==> src/rtl/req_chan_arb.sv <==
// Round-robin arbiter sharing one request-channel subordinate among NUM_MGR managers through a one-entry output register.
// Optional per-manager grant counters are enabled by defining REQ_ARB_STATS_EN.
module req_chan_arb #(
    parameter int NUM_MGR = 4,
    parameter int MGR_W   = 2
) (
    input  logic                    clk,
    input  logic                    rst,
    input  logic [NUM_MGR-1:0]      m_a_valid,
    output logic [NUM_MGR-1:0]      m_a_ready,
    input  logic [4*NUM_MGR-1:0]    m_a_id,
    input  logic [32*NUM_MGR-1:0]   m_a_addr,
    input  logic [6*NUM_MGR-1:0]    m_a_atop,
    output logic                    s_a_valid,
    input  logic                    s_a_ready,
    output logic [3:0]              s_a_id,
    output logic [31:0]             s_a_addr,
    output logic [5:0]              s_a_atop,
    output logic [MGR_W-1:0]        s_a_mgr
`ifdef REQ_ARB_STATS_EN
    ,
    input  logic                    stats_clr,
    output logic [16*NUM_MGR-1:0]   grant_cnt
`endif
);

    typedef enum logic {
        EMPTY = 1'b0,
        FULL  = 1'b1
    } state_t;

    state_t            r_state;
    state_t            w_state_nxt;
    logic [MGR_W-1:0]  r_last;
    logic [3:0]        r_id;
    logic [31:0]       r_addr;
    logic [5:0]        r_atop;
    logic [MGR_W-1:0]  r_mgr;

    logic              w_can_load;
    logic              w_has_win;
    logic [MGR_W-1:0]  w_win;
    logic              w_accept;
    logic [3:0]        w_id;
    logic [31:0]       w_addr;
    logic [5:0]        w_atop;

    assign s_a_valid  = (r_state == FULL);
    assign s_a_id     = r_id;
    assign s_a_addr   = r_addr;
    assign s_a_atop   = r_atop;
    assign s_a_mgr    = r_mgr;
    assign w_can_load = ~s_a_valid | s_a_ready;
    assign w_accept   = w_can_load & w_has_win;

    // Search starts one past the last accepted manager and wraps at NUM_MGR.
    always_comb begin
        int unsigned idx;
        w_has_win = 1'b0;
        w_win     = '0;
        idx       = 0;
        for (int unsigned k = 0; k < NUM_MGR; k++) begin
            idx = (32'(r_last) + 1 + k) % NUM_MGR;
            for (int unsigned i = 0; i < NUM_MGR; i++) begin
                if (!w_has_win && (i == idx) && m_a_valid[i]) begin
                    w_has_win = 1'b1;
                    w_win     = MGR_W'(i);
                end
            end
        end
    end

    always_comb begin
        m_a_ready = '0;
        w_id      = '0;
        w_addr    = '0;
        w_atop    = '0;
        for (int unsigned i = 0; i < NUM_MGR; i++) begin
            if (MGR_W'(i) == w_win) begin
                m_a_ready[i] = w_can_load & w_has_win;
                w_id         = m_a_id[4*i +: 4];
                w_addr       = m_a_addr[32*i +: 32];
                w_atop       = m_a_atop[6*i +: 6];
            end
        end
    end

    always_comb begin
        w_state_nxt = r_state;
        case (r_state)
            EMPTY:   if (w_accept) w_state_nxt = FULL;
            FULL:    if (s_a_ready && !w_accept) w_state_nxt = EMPTY;
            default: w_state_nxt = EMPTY;
        endcase
    end

    always_ff @(posedge clk or posedge rst) begin
        if (rst) begin
            r_state <= EMPTY;
            r_last  <= MGR_W'(NUM_MGR - 1);
            r_id    <= '0;
            r_addr  <= '0;
            r_atop  <= '0;
            r_mgr   <= '0;
        end else begin
            r_state <= w_state_nxt;
            if (w_accept) begin
                r_last <= w_win;
                r_id   <= w_id;
                r_addr <= w_addr;
                r_atop <= w_atop;
                r_mgr  <= w_win;
            end
        end
    end

`ifdef REQ_ARB_STATS_EN
    logic [15:0] r_grant_cnt [NUM_MGR];

    always_ff @(posedge clk or posedge rst) begin
        if (rst) begin
            for (int unsigned i = 0; i < NUM_MGR; i++) r_grant_cnt[i] <= '0;
        end else begin
            for (int unsigned i = 0; i < NUM_MGR; i++) begin
                if (stats_clr)
                    r_grant_cnt[i] <= '0;
                else if (w_accept && (MGR_W'(i) == w_win) && (r_grant_cnt[i] != '1))
                    r_grant_cnt[i] <= r_grant_cnt[i] + 16'd1;
            end
        end
    end

    always_comb begin
        grant_cnt = '0;
        for (int unsigned i = 0; i < NUM_MGR; i++) grant_cnt[16*i +: 16] = r_grant_cnt[i];
    end
`endif

endmodule

==> config.mk <==
export PLATFORM = sky130hd
export DESIGN_NAME = req_chan_arb
export DESIGN_NICKNAME = d
export VERILOG_FILES = /design/src/rtl/req_chan_arb.sv
export SDC_FILE = /design/constraint.sdc
export NUM_CORES = 1
export LEC_CHECK = 0
export ABC_AREA = 1
export BUFFER_PORTS_ARGS = -buffer_cell sky130_fd_sc_hd__clkbuf_2
export CAP_MARGIN = 5
export CORE_MARGIN = 3
export CORE_UTILIZATION = 44
export CTS_BUF_LIST = sky130_fd_sc_hd__clkbuf_16
export CTS_CLUSTER_DIAMETER = 50
export DETAILED_ROUTE_END_ITERATION = 7
export GPL_TIMING_DRIVEN = 0
export HOLD_SLACK_MARGIN = 0.06
export PLACE_DENSITY = 0.92
export SKIP_LAST_GASP = 1
export SYNTH_ARGS = -nofsm -noshare
export SYNTH_HDL_FRONTEND = slang
export SYNTH_SLANG_ARGS = --single-unit
==> constraint.sdc <==
create_clock -name clk -period 3 [get_ports clk]
set_input_delay 0.6 -clock clk [delete_from_list [all_inputs] [get_ports clk]]
set_output_delay 0.6 -clock clk [all_outputs]
set_load 0.05 [all_outputs]
# [After elaboration in Yosys (flattened, before gate mapping)]
# Cells that the tools add are included.
[classes] n_addsub=4 n_eq_ne=15 n_mux=50 bitwise_logic=3 n_reduce_logical=53
[op_table] operator="zero test 32 bit" count=4
[op_table] operator="2-to-1 mux 32 bit" count=4
[op_table] operator="logical AND 1 bit" count=32
[op_table] operator="2-to-1 mux 2 bit" count=14
[op_table] operator="2-to-1 mux 6 bit" count=4
[op_table] operator="2-to-1 mux 1 bit" count=23
[op_table] operator="equality test 2 bit (first input constant)" count=10
[op_table] operator="zero test 1 bit" count=16
[op_table] operator="2-to-1 mux 4 bit" count=4
[op_table] operator="equality test 1 x 2 -> 1 bit (first input constant)" count=5
[op_table] operator="adder 2 x 1 -> 2 bit (second input constant)" count=2
[op_table] operator="adder 2 bit (second input constant)" count=2
[op_table] operator="zero test 2 bit" count=1
[op_table] operator="one-hot mux 1 bit (2 select lines)" count=1
[op_table] operator="AND 1 bit" count=1
[op_table] operator="NOT 1 bit" count=1
[op_table] operator="OR 1 bit" count=1
[word_totals] reg_bits=47 in_bits=175 wordCells=131

# [Longest topological paths before layout]
# Gate-level depths: netlist (run 1).
[logic_depth] word_depth=69 ltp_mapped=18

# [Worst setup path after synthesis (run 1)]
# OpenSTA, ideal clock, no wires.
[synth_path] kind="flip-flop to output port" from="register r_last[0]" to="output port m_a_ready[0]" arrival_time_ns=2.838 required_time_ns=2.400 path_slack_ns=-0.438 path_stages_with_launch=14 path_buffers=1 cell_sequence="dfstp_2 inv_2 nor2_2 nand2_2 nand2_1 nor2_2 nand4_1 nor3_1 nor2_1 nand2_1 nor2_4 nand2_4 buf_2 nor3_1"
[synth_via] elab_chain_cells=66
[synth_rtl] item="start, declared" line="34" text="logic [MGR_W-1:0] r_last;"
[synth_rtl] item="start signal, assigned" line="100" text="r_last <= MGR_W'(NUM_MGR - 1);"
[synth_rtl] item="start signal, assigned" line="108" text="r_last <= w_win;"
[synth_rtl] item="adder 2 x 1 -> 2 bit (*)" line="63" text="idx = (32'(r_last) + 1 + k) % NUM_MGR;"
[synth_rtl] item="zero test 32 bit" line="65" text="if (!w_has_win && (i == idx) && m_a_valid[i]) begin"
[synth_rtl] item="logical AND 1 bit" line="65"
[synth_rtl] item="2-to-1 mux 1 bit" line="65"
[synth_rtl] item="zero test 1 bit" line="65"
[synth_rtl] item="logical AND 1 bit (2 in series)" line="65"
[synth_rtl] item="2-to-1 mux 1 bit" line="65"
[synth_rtl] item="zero test 1 bit" line="65"
[synth_rtl] item="[... 47 more ...]"
[synth_rtl] item="zero test 1 bit" line="65"
[synth_rtl] item="logical AND 1 bit (2 in series)" line="65"
[synth_rtl] item="2-to-1 mux 1 bit" line="65"
[synth_rtl] item="zero test 1 bit" line="65"
[synth_rtl] item="logical AND 1 bit (2 in series)" line="65"
[synth_rtl] item="2-to-1 mux 1 bit / 2-to-1 mux 2 bit (equally long branches)" line="65"
[synth_rtl] item="AND 1 bit / zero test 2 bit (equally long branches)" line="80, 79"
[synth_rtl] item="2-to-1 mux 1 bit (*)" line="79" text="if (MGR_W'(i) == w_win) begin"
[synth_rtl] item="end, declared" line="10" text="output logic [NUM_MGR-1:0] m_a_ready,"
# Mark *: on every way between the ends. The rest lies on a longest branch, timed or not.

# [Worst setup path in the final report (run 1)]
[layout_path] from="register r_last[0]" to="output port m_a_ready[2]"
[layout_via] elab_chain_cells=66
[layout_rtl] item="adder 2 x 1 -> 2 bit (*)" line="63"
[layout_rtl] item="zero test 32 bit" line="65"
[layout_rtl] item="logical AND 1 bit" line="65"
[layout_rtl] item="2-to-1 mux 1 bit" line="65"
[layout_rtl] item="zero test 1 bit" line="65"
[layout_rtl] item="logical AND 1 bit (2 in series)" line="65"
[layout_rtl] item="2-to-1 mux 1 bit" line="65"
[layout_rtl] item="zero test 1 bit" line="65"
[layout_rtl] item="[... 47 more ...]"
[layout_rtl] item="zero test 1 bit" line="65"
[layout_rtl] item="logical AND 1 bit (2 in series)" line="65"
[layout_rtl] item="2-to-1 mux 1 bit" line="65"
[layout_rtl] item="zero test 1 bit" line="65"
[layout_rtl] item="logical AND 1 bit (2 in series)" line="65"
[layout_rtl] item="2-to-1 mux 2 bit / 2-to-1 mux 1 bit (equally long branches)" line="65"
[layout_rtl] item="equality test 2 bit / AND 1 bit (equally long branches)" line="79, 80"
[layout_rtl] item="2-to-1 mux 1 bit (*)" line="79"
# Marked as above.

==> out/metrics.csv, run 1 <==
stage,metric,value,unit
clocking,CTS buffer count,5,
clocking,CTS root buf,clkbuf_16,
critical_path,FF-to-FF Start,r_last[0]$_DFFE_PP1P_,
layout,Reg area,0.00118,mm²
global_route,GRT Total Usage,29.2,%
route,Vias/cell,5.50,
power_and_ir_drop,Comb power frac,78.8,%
synthesis,Synth area leader,dfrtp_1,
clocking,worst skew pair latency,0.28,ns
placed_design,Placer Congestion,0.862,
critical_path,CP Max Fanout,4,
critical_path,CP peak stage delay,0.61,ns
sta,Clock Skews,0.00491,ns
job,total of max-cap violations,0,
clocking,CTS clock-pin slew for the worst setup and hold paths,0.07,ns
synthesis,asr flop ratio synth,100,%
floorplan,die area,0.00930,mm²
placed_design,PortBufs,223,
layout,fillers,716,
global_route,GR Overflow Total,0,
power_and_ir_drop,worst IR drop on VDD,0.805,mV
floorplan,die height,96.5,µm
synthesis,syn_nets,723,
placed_design,Area after DPL,0.00488,mm²
power_and_ir_drop,Switching Power,4700,µW
route,DRC,0,
sta,final setup vio count,4,
synthesis,synth unique cells,25,
route,First-pass DRT Iterations,5,
sta,minimum clock period,3.19,ns
sta,Final Hold Violating Endpoints,0,
global_route,pin count of the biggest net entering global routing,27,
floorplan,Initial Utilization,45.9,%
global_route,vias in the first global route,4519,
sta,unrepaired setup endpoints after global routing,true,
layout,Area Overhead vs Synth,51.5,%
synthesis,Synth Area per Inst,6.57,µm²
clocking,CTS tree,yes,
run_status,failing checks,setup timing,
clocking,H-tree levels,2,
critical_path,crit path from,r_last[0]$_DFFE_PP1P_,
layout,fin nets,980,
synthesis,top-count cell post-synth,nand2_1,
layout,footprint of the multi-input gates,0.00220,mm²
placed_design,Post-Place Worst Slack,-0.451,ns
sta,Final period util,106,%
power_and_ir_drop,Leak Pwr,0.00306,µW
critical_path,"critical path, cell by cell",inv_4 > nor2_4 > nand2_2 > nand2_2 > nor2_2 > nand4_1 > nor2_2 > buf_4 > nand3_2 > nand2_2 > nor2_4 > nand2_8 > inv_2 > nand2_4 > buf_6 > nor2_4 > buf_8,
critical_path,Worst EP arrival,2.59,ns
route,WL/cell,16.0,µm
route,Vias,4994,
synthesis,register bit total from synthesis,47,
power_and_ir_drop,cell-internal power,3400,µW
power_and_ir_drop,PwrDens,1490,mW/mm²
power_and_ir_drop,switch share,58.0,%
critical_path,WP data required,2.40,ns
sta,Slew HR,62.8,%
route,Iter 0 DRT Violations,249,
critical_path,R2R Path End,s_a_addr[6]$_DFFE_PP0P_,
synthesis,commonest cells in the netlist,"nand2_1, nand4_1, nor2_1, nand3_1, dfrtp_1",
synthesis,sequential area share after synthesis,32.7,%
synthesis,count of flip-flops with a built-in enable after synthesis,0,
sta,Slew Limit Fails,0,
sta,fin worst setup slack,-0.191,ns
synthesis,Synth Instances,548,
global_route,initial antenna violation count,0,
critical_path,reg2reg path depth,17,
critical_path,Crit Path Class,reg -> out,
sta,worst slew pin tran,0.558,ns
synthesis,Yosys top cell area share,31.3,%
power_and_ir_drop,Sequential Power Share,14.6,%
floorplan,core area,0.00785,mm²
critical_path,CP startpoint kind,flip-flop,
placed_design,Post-DP HPWL,10.6,mm
synthesis,Synth area leaders,"dfrtp_1, nand2_1, nand4_1, nand3_1, nor2_1",
synthesis,yosys warns,0,
synthesis,Netlist Area Pre-Place,0.00360,mm²
route,final WL,14.5,mm
floorplan,# rows,32,
layout,Finished Cell Area,0.00545,mm²
critical_path,worst setup path endpoint,m_a_ready[2],
critical_path,slowest CP cell,dfstp_2,
route,"antenna viol nets, final",0,
power_and_ir_drop,clock network power share,6.6,%
floorplan,num ports,224,
clocking,TritonCTS Sinks,47,
layout,ant diodes,0,
clocking,CTS max path bufs,2,
sta,max frequency,0.313,GHz
layout,share of cells above drive strength 1,40.2,%
floorplan,DIE WIDTH,96.5,µm
critical_path,flop-to-flop setup slack,0.09,ns
run_status,status,"finished, violations left",
synthesis,ys flop type,dfrtp_1,
critical_path,CP endpoint kind,primary output,
min_path,worst hold path type,in -> async,
global_route,first-pass GRT wire length,21.2,mm
==> cells in the final DEF, fill, tap and decap left out, types with 13 or more instances in the layout <==
cell type	netlist	layout
nand4_1	94	94
a21boi_0	19	19
dfrtp_1	45	45
o21ai_1	16	16
nor2_1	48	44
nand2_1	166	160
clkbuf_1	21	13
inv_1	36	35
buf_4	2	31
clkbuf_2	0	225
nand3_1	47	41
==> cell type report <==
type | count | share of cell area [%]
Multi-Input combinational cell | 418 | 40.3
Timing Repair Buffer | 252 | 25.7
Sequential cell | 47 | 21.6
Buffer | 42 | 4.75
Inverter | 39 | 2.78
Tap cell | 102 | 2.34
Clock buffer | 5 | 2.29
Clock inverter | 3 | 0.207
==> flip-flops by register name, summed over array words and instances (netlist names) <==
signal	count
s_a_addr	32
s_a_atop	6
s_a_id	4
r_last	2
s_a_mgr	2
s_a_valid	1
==> what timing repair did <==
action / in CTS / in global routing
pin swaps: 11 / 13
setup endpoints to repair: 4 / 46
setup buffers: 20 / 8
resized for setup: 41 / 35
hold buffers: 0 / 0
==> per-layer routing <==
| layer | global-route usage, % | share of wire, % | up-vias |
|---|---|---|---|
| met5 | 0 | 0 | - |
| met4 | 11.9 | 3.8 | 0 |
| met2 | 49.0 | 50 | 298 |
| met3 | 5.89 | 9.2 | 55 |
| met1 | 36.7 | 37 | 2261 |
| li1 | - | - | 2380 |
==> worst max-delay path, delay by kind of cell (launching register included) <==
family	cells	cell delay, ns
and+or+nand+nor	12	1.13
buffers and inverters	5	0.57
DFF	1	0.61
==> power by group through the flow <==
stage          Combinational [µW]  Sequential [µW]  Clock [µW]
6_report                     6390             1180         534
5_1_grt                      6910             1210         569
4_1_cts                      6100             1170         544
3_5_place_dp                 5560             1170           0
3_3_place_gp                 5480             1170           0
2_1_floorplan                3210             2160           0
==> cells by family after synthesis <==
logic type,count (synthesis),synth area share (%)
flip-flops,47,32.7
buffers and inverters,83,10.0
AO/OA/AOI/OAI,46,8.03
AND/OR/NAND/NOR,372,49.2
==> stage by stage <==
step                       TNS, ns  std cells  util (%)  hold slack, ns  total power, µW
final                       -0.709        908      69.5           0.331             8100
after global routing         -1.61        908      69.5           0.369             8700
after detailed placement     -1.65        874      62.2           0.470             6730
after floorplan           -0.00970        548         -           0.521             5370
after global placement       -1.59        873      61.9           0.464             6640
after CTS                   -0.613        901      67.9           0.340             7810
==> worst min-delay path by stage <==
stage	start	to	slack, ns	depth (start not counted)
floorplan	r_last[0]$_DFFE_PP1P_	r_last[0]$_DFFE_PP1P_	0.52	2
global placement	s_a_mgr[0]$_DFFE_PP0P_	s_a_mgr[0]$_DFFE_PP0P_	0.46	2
detailed placement	s_a_addr[2]$_DFFE_PP0P_	s_a_addr[2]$_DFFE_PP0P_	0.47	2
CTS	rst	s_a_addr[28]$_DFFE_PP0P_	0.34	2
global route	rst	s_a_addr[30]$_DFFE_PP0P_	0.37	2
finish	rst	s_a_addr[30]$_DFFE_PP0P_	0.33	2
Note: power is estimated with default switching activity, not from simulation.
==> inputs of run 2 (changes only) <==
Settings changed: CORE_ASPECT_RATIO set to 0.7, SKIP_CTS_REPAIR_TIMING set to 1, SKIP_LAST_GASP 1 to unset.
==> run 2 against run 1 <==
Compared with the run above: the run still ends with setup timing left; sequential power about the same; worst hold slack worse by 0.11 ns; register-to-register slack worse by 0.16 ns; total power increased by 5.5%; non-clock buffer count increased by 2; via count rose by 2.8%; sequential share of layout area decreased by 0.31 points; first-iteration DRC count grew 110%; core utilization up 3.2 points.
==> out/metrics.csv, run 2 (same netlist as run 1, synthesis figures left out) <==
stage,metric,value,unit,change
layout,"commonest non-fill, non-tap cell in the layout",clkbuf_2,,
critical_path,Crit Path Class,reg -> out,,
min_path,worst hold path type,in -> async,,
layout,max FFs per register,32,,unchanged
route,WL/cell,16.9,µm,+5.7%
sta,Final Hold Violating Endpoints,0,,unchanged
route,final WL,15.3,mm,+5.5%
sta,Slew HR,63.4,%,+0.63 points
power_and_ir_drop,Tot Pwr,8540,µW,+5.5%
clocking,CTS root buf,clkbuf_16,,
layout,fin nets,982,,+0.20%
clocking,CTS clock-pin slew for the worst setup and hold paths,0.07,ns,about the same
critical_path,WP data required,2.40,ns,about the same
sta,Clock Skews,0.00787,ns,+0.00296 ns
route,Iter 0 DRT Violations,525,,+110%
floorplan,die height,81.7,µm,-15%
floorplan,num ports,224,,unchanged
placed_design,Post-DP HPWL,11.6,mm,+9.3%
power_and_ir_drop,Sequential Power Share,14.0,%,-0.6 points
global_route,initial antenna violation count,0,,unchanged
clocking,CTS buffer count,5,,unchanged
sta,max frequency,0.297,GHz,-5.3%
critical_path,Worst EP arrival,2.77,ns,+0.18 ns
clocking,CTS max path bufs,2,,unchanged
power_and_ir_drop,clock network power share,8.6,%,+2.0 points
route,First-pass DRT Iterations,5,,unchanged
global_route,GR Overflow Total,0,,unchanged
route,Vias,5133,,+2.8%
route,"antenna viol nets, final",0,,unchanged
floorplan,DIE WIDTH,114,µm,+18%
placed_design,PortBufs,223,,unchanged
critical_path,CP startpoint kind,flip-flop,,
sta,final setup vio count,7,,+3
layout,ant diodes,0,,unchanged
layout,fillers,620,,-13%
power_and_ir_drop,Leak Pwr,0.00311,µW,+1.5%
critical_path,CP endpoint kind,primary output,,
route,Vias/cell,5.67,,+3.0%
layout,share of cells above drive strength 1,41.2,%,+1.0 points
power_and_ir_drop,Switching Power,4900,µW,+4.3%
power_and_ir_drop,worst IR drop on VDD,0.974,mV,+21%
job,total of max-cap violations,0,,unchanged
sta,worst slew pin tran,0.549,ns,-0.00941 ns
clocking,CTS tree,yes,,
critical_path,crit path from,r_last[1]$_DFFE_PP1P_,,
sta,fin worst setup slack,-0.371,ns,-0.180 ns
sta,unrepaired setup endpoints after global routing,true,,
layout,Area Overhead vs Synth,53.7,%,
sta,Hold Slack,0.224,ns,-0.108 ns
layout,most frequent cells in the layout,"clkbuf_2, nand2_1, nand4_1, dfrtp_1, nor2_1",,
power_and_ir_drop,Comb power frac,77.5,%,-1.3 points
run_status,failing checks,setup timing,,
critical_path,FF-to-FF Start,r_last[1]$_DFFE_PP1P_,,
clocking,worst skew pair latency,0.29,ns,about the same
sta,Slew Limit Fails,0,,unchanged
global_route,pin count of the biggest net entering global routing,38,,+41%
sta,Final period util,112,%,+6.0 points
power_and_ir_drop,cell-internal power,3640,µW,+7.1%
floorplan,die area,0.00932,mm²,+0.19%
power_and_ir_drop,PwrDens,1540,mW/mm²,+3.9%
clocking,H-tree levels,2,,unchanged
power_and_ir_drop,switch share,57.4,%,-0.65 points
global_route,first-pass GRT wire length,22.6,mm,+6.5%
global_route,vias in the first global route,4657,,+3.1%
placed_design,Placer Congestion,1.00,,+16%
floorplan,# rows,26,,-19%
placed_design,Post-Place Worst Slack,-0.512,ns,-0.0611 ns
run_status,status,"finished, violations left",,
floorplan,Initial Utilization,47.3,%,+1.4 points
route,DRC,0,,unchanged
clocking,TritonCTS Sinks,47,,unchanged
global_route,GRT Total Usage,30.4,%,+1.1 points
sta,TNS Setup,-1.47,ns,-0.757 ns
critical_path,CP Max Fanout,7,,+3
sta,minimum clock period,3.37,ns,+0.180 ns
floorplan,core area,0.00761,mm²,-3.0%
-- run 2: final timing paths --
kind	slack (ns)	to	cells after the start
min in group clk	0.48	s_a_addr[8]$_DFFE_PP0P_	2
max	-0.37	m_a_ready[3]	14
max in group asynchronous	2.21	r_last[0]$_DFFE_PP1P_	3
min reg2reg	0.48	s_a_addr[8]$_DFFE_PP0P_	2
min	0.22	s_a_addr[11]$_DFFE_PP0P_	2
max reg2reg	-0.07	s_a_addr[2]$_DFFE_PP0P_	17
-- run 2: critical path: stages (launching register included) --
cell and delay (ns):
dfstp_2 0.66, nor2_4 0.06, nand2_2 0.08, nand3_2 0.09
nor2_2 0.14, nand4_1 0.15, nor2_2 0.19, nand4_2 0.14
nor2_4 0.21, nand3_4 0.16, nand2_8 0.15, nand2_4 0.08
nor2_4 0.10, buf_6 0.14, buf_8 0.15
-- run 2: power by group through the flow --
stage | Clock, µW | Sequential (µW) | Combinational, µW
after CTS | 735 | 1180 | 5700
after detailed placement | 0 | 1180 | 5680
after global routing | 773 | 1230 | 7130
after floorplan | 0 | 2160 | 3210
after global placement | 0 | 1170 | 5530
final | 732 | 1190 | 6620
-- run 2: through the flow --
step | area (µm²) | instances | util, %
after detailed placement | 4870 | 870 | 64.0
after global routing | 5530 | 906 | 72.7
final | 5530 | 906 | 72.7
after global placement | 4850 | 869 | 63.8
after floorplan | 3610 | 548 | -
after CTS | 5070 | 878 | 66.6
-- run 2: per-layer routing --
| metal | global-route usage (%) | wire length, µm | up-vias |
|---|---|---|---|
| li1 | - | - | 2379 |
| met2 | 48.7 | 6920 | 399 |
| met3 | 5.96 | 1750 | 48 |
| met1 | 41.6 | 6130 | 2307 |
| met4 | 9.73 | 480 | 0 |
| met5 | 0 | 0 | - |
-- run 2: final cells by class --
class | count | area (µm²) | share of cell area (%)
clock buffers | 5 | 125 | 2.26
multi-input cells | 418 | 2180 | 39.3
plain buffers | 43 | 322 | 5.81
well taps | 98 | 123 | 2.22
flip-flops and latches | 47 | 1180 | 21.3
clock inverters | 3 | 67.6 | 1.22
repair buffers | 253 | 1390 | 25.1
inverters | 39 | 151 | 2.74
==> inputs of run 3 (changes only) <==
Settings changed: RECOVER_POWER set to 25.
==> run 3 against run 2 <==
Compared with the run above: the run ends with capacitance limit, slew limit, setup timing left; final cell count is the same; clock power hardly changed; die area stayed put; first-iteration DRC count up 7.2%; critical path depth unchanged; design area fell by 0.18%; sequential cell count is the same; largest power group unchanged.
==> out/metrics.csv, run 3 (same netlist as run 1, synthesis figures left out) <==
stage,metric,value,unit,change
sta,Hold Slack,0.285,ns,+0.0615 ns
layout,most frequent cells in the layout,"clkbuf_2, nand2_1, nand4_1, dfrtp_1, nor2_1",,
layout,share of cells above drive strength 1,41.0,%,-0.25 points
sta,Clock Skews,0.00793,ns,+0.0000658 ns
critical_path,CP Max Fanout,7,,unchanged
power_and_ir_drop,Leak Pwr,0.00310,µW,-0.15%
route,First-pass DRT Iterations,5,,unchanged
power_and_ir_drop,cell-internal power,3640,µW,about the same
floorplan,DIE WIDTH,114,µm,unchanged
job,total of max-cap violations,1,,+1
critical_path,CP endpoint kind,primary output,,
clocking,CTS root buf,clkbuf_16,,
layout,non-filler instance count after layout,906,,unchanged
clocking,CTS clock-pin slew for the worst setup and hold paths,0.07,ns,about the same
placed_design,Post-DP HPWL,11.6,mm,unchanged
route,"antenna viol nets, final",0,,unchanged
critical_path,"Top cell by count, worst path",nor2_4,,
run_status,failing checks,"capacitance limit, slew limit, setup timing",,
route,Vias/cell,5.69,,+0.37%
layout,fin nets,982,,unchanged
min_path,worst hold path type,in -> async,,
power_and_ir_drop,clock network power share,8.6,%,about the same
sta,final setup vio count,7,,unchanged
power_and_ir_drop,PwrDens,1550,mW/mm²,+0.27%
layout,Finished Core Util,72.6,%,-0.13 points
route,DRC,0,,unchanged
placed_design,Placer Congestion,1.00,,unchanged
sta,Slew HR,-19.2,%,-83 points
layout,Finished Cell Area,0.00552,mm²,-0.18%
sta,fin worst setup slack,-0.379,ns,-0.00821 ns
power_and_ir_drop,switch share,57.4,%,+0.059 points
placed_design,PortBufs,223,,unchanged
floorplan,# rows,26,,unchanged
clocking,worst skew pair latency,0.29,ns,about the same
critical_path,Crit Path Class,reg -> out,,
floorplan,die height,81.7,µm,unchanged
layout,Area Overhead vs Synth,53.4,%,
power_and_ir_drop,Switching Power,4910,µW,+0.19%
run_status,status,"finished, violations left",,
route,final WL,15.3,mm,+0.20%
critical_path,"critical path, cell by cell",nor2_4 > nand2_2 > nand3_2 > nor2_2 > nand4_1 > nor2_2 > nand4_2 > nor2_4 > nand3_4 > nand2_8 > nand2_4 > nor2_4 > buf_6 > buf_8,,
layout,max FFs per register,32,,unchanged
clocking,CTS buffer count,5,,unchanged
floorplan,num ports,224,,unchanged
sta,worst slew pin tran,1.79,ns,+1.24 ns
global_route,first-pass GRT wire length,22.6,mm,unchanged
placed_design,Cells after DPL,870,,unchanged
floorplan,die area,0.00932,mm²,unchanged
placed_design,Area after DPL,0.00487,mm²,unchanged
sta,minimum clock period,3.38,ns,+0.00821 ns
critical_path,crit path from,r_last[1]$_DFFE_PP1P_,,
floorplan,Initial Utilization,47.3,%,unchanged
global_route,vias in the first global route,4657,,unchanged
critical_path,CP peak stage delay,0.66,ns,about the same
floorplan,core area,0.00761,mm²,unchanged
sta,unrepaired setup endpoints after global routing,true,,
clocking,CTS max path bufs,2,,unchanged
critical_path,Worst EP arrival,2.78,ns,about the same
critical_path,slowest CP cell,dfstp_2,,
power_and_ir_drop,Tot Pwr,8550,µW,about the same
route,WL/cell,16.9,µm,+0.20%
route,Vias,5152,,+0.37%
global_route,GRT Total Usage,30.4,%,unchanged
global_route,initial antenna violation count,0,,unchanged
clocking,H-tree levels,2,,unchanged
critical_path,WP data required,2.40,ns,about the same
sta,Slew Limit Fails,38,,+38
critical_path,CP startpoint kind,flip-flop,,
power_and_ir_drop,Sequential Power Share,14.0,%,about the same
layout,ant diodes,0,,unchanged
clocking,CTS tree,yes,,
clocking,TritonCTS Sinks,47,,unchanged
global_route,GR Overflow Total,0,,unchanged
sta,Final period util,113,%,+0.27 points
route,Iter 0 DRT Violations,563,,+7.2%
global_route,pin count of the biggest net entering global routing,38,,unchanged
layout,"commonest non-fill, non-tap cell in the layout",clkbuf_2,,
power_and_ir_drop,Comb power frac,77.5,%,about the same
sta,Final Hold Violating Endpoints,0,,unchanged
power_and_ir_drop,worst IR drop on VDD,0.974,mV,about the same
critical_path,FF-to-FF Start,r_last[1]$_DFFE_PP1P_,,
sta,max frequency,0.296,GHz,-0.24%
[run 3: cell types whose count changed in the layout (fill, tap and decap cells not counted)]
cell / previous run / this run
inv_1: 34 / 35
clkdlybuf4s25_1: 0 / 1
inv_2: 4 / 3
buf_12: 2 / 1
[run 3: final cells by class]
cell class,instances,area (µm²)
sequential,47,1180
clock inverter,3,67.6
inverter,39,151
buffer,43,322
tap,98,123
timing repair buffer,253,1380
fill,621,2090
multi-input combinational,418,2180
clock buffer,5,125
[run 3: metal layers]
metal	global-route usage, %	vias up	share of wire [%]
met5	0	-	0
met4	9.73	0	3.4
met3	5.96	50	11
met2	48.7	383	45
met1	41.6	2337	41
li1	-	2382	-
[run 3: worst max-delay path: cells and delay by family, from the launching register on]
family	cells	cell delay (ns)
flip-flops	1	0.66
AND/OR/NAND/NOR	12	1.57
buffers and inverters	2	0.29
[run 3: through the flow]
step | setup WS (ns) | setup TNS, ns
floorplan | -0.00970 | -0.00970
global placement | -0.388 | -1.40
detailed placement | -0.512 | -1.85
CTS | -0.699 | -2.54
global route | -0.501 | -5.08
finish | -0.379 | -1.51
[run 3: final timing paths]
check,end,slack (ns),cells past startpoint
max reg2reg,s_a_addr[14]$_DFFE_PP0P_,-0.07,17
max,m_a_ready[3],-0.38,14
min,s_a_addr[11]$_DFFE_PP0P_,0.29,2
max in group asynchronous,s_a_addr[22]$_DFFE_PP0P_,0.47,3
min reg2reg,s_a_addr[2]$_DFFE_PP0P_,0.49,2
min in group clk,s_a_addr[2]$_DFFE_PP0P_,0.49,2
[run 3: power groups by stage]
| stage | sequential, µW | clock (µW) | combinational (µW) |
|---|---|---|---|
| 4_1_cts | 1180 | 735 | 5700 |
| 2_1_floorplan | 2160 | 0 | 3210 |
| 5_1_grt | 1230 | 773 | 7130 |
| 3_5_place_dp | 1180 | 0 | 5680 |
| 3_3_place_gp | 1170 | 0 | 5530 |
| 6_report | 1190 | 732 | 6630 |
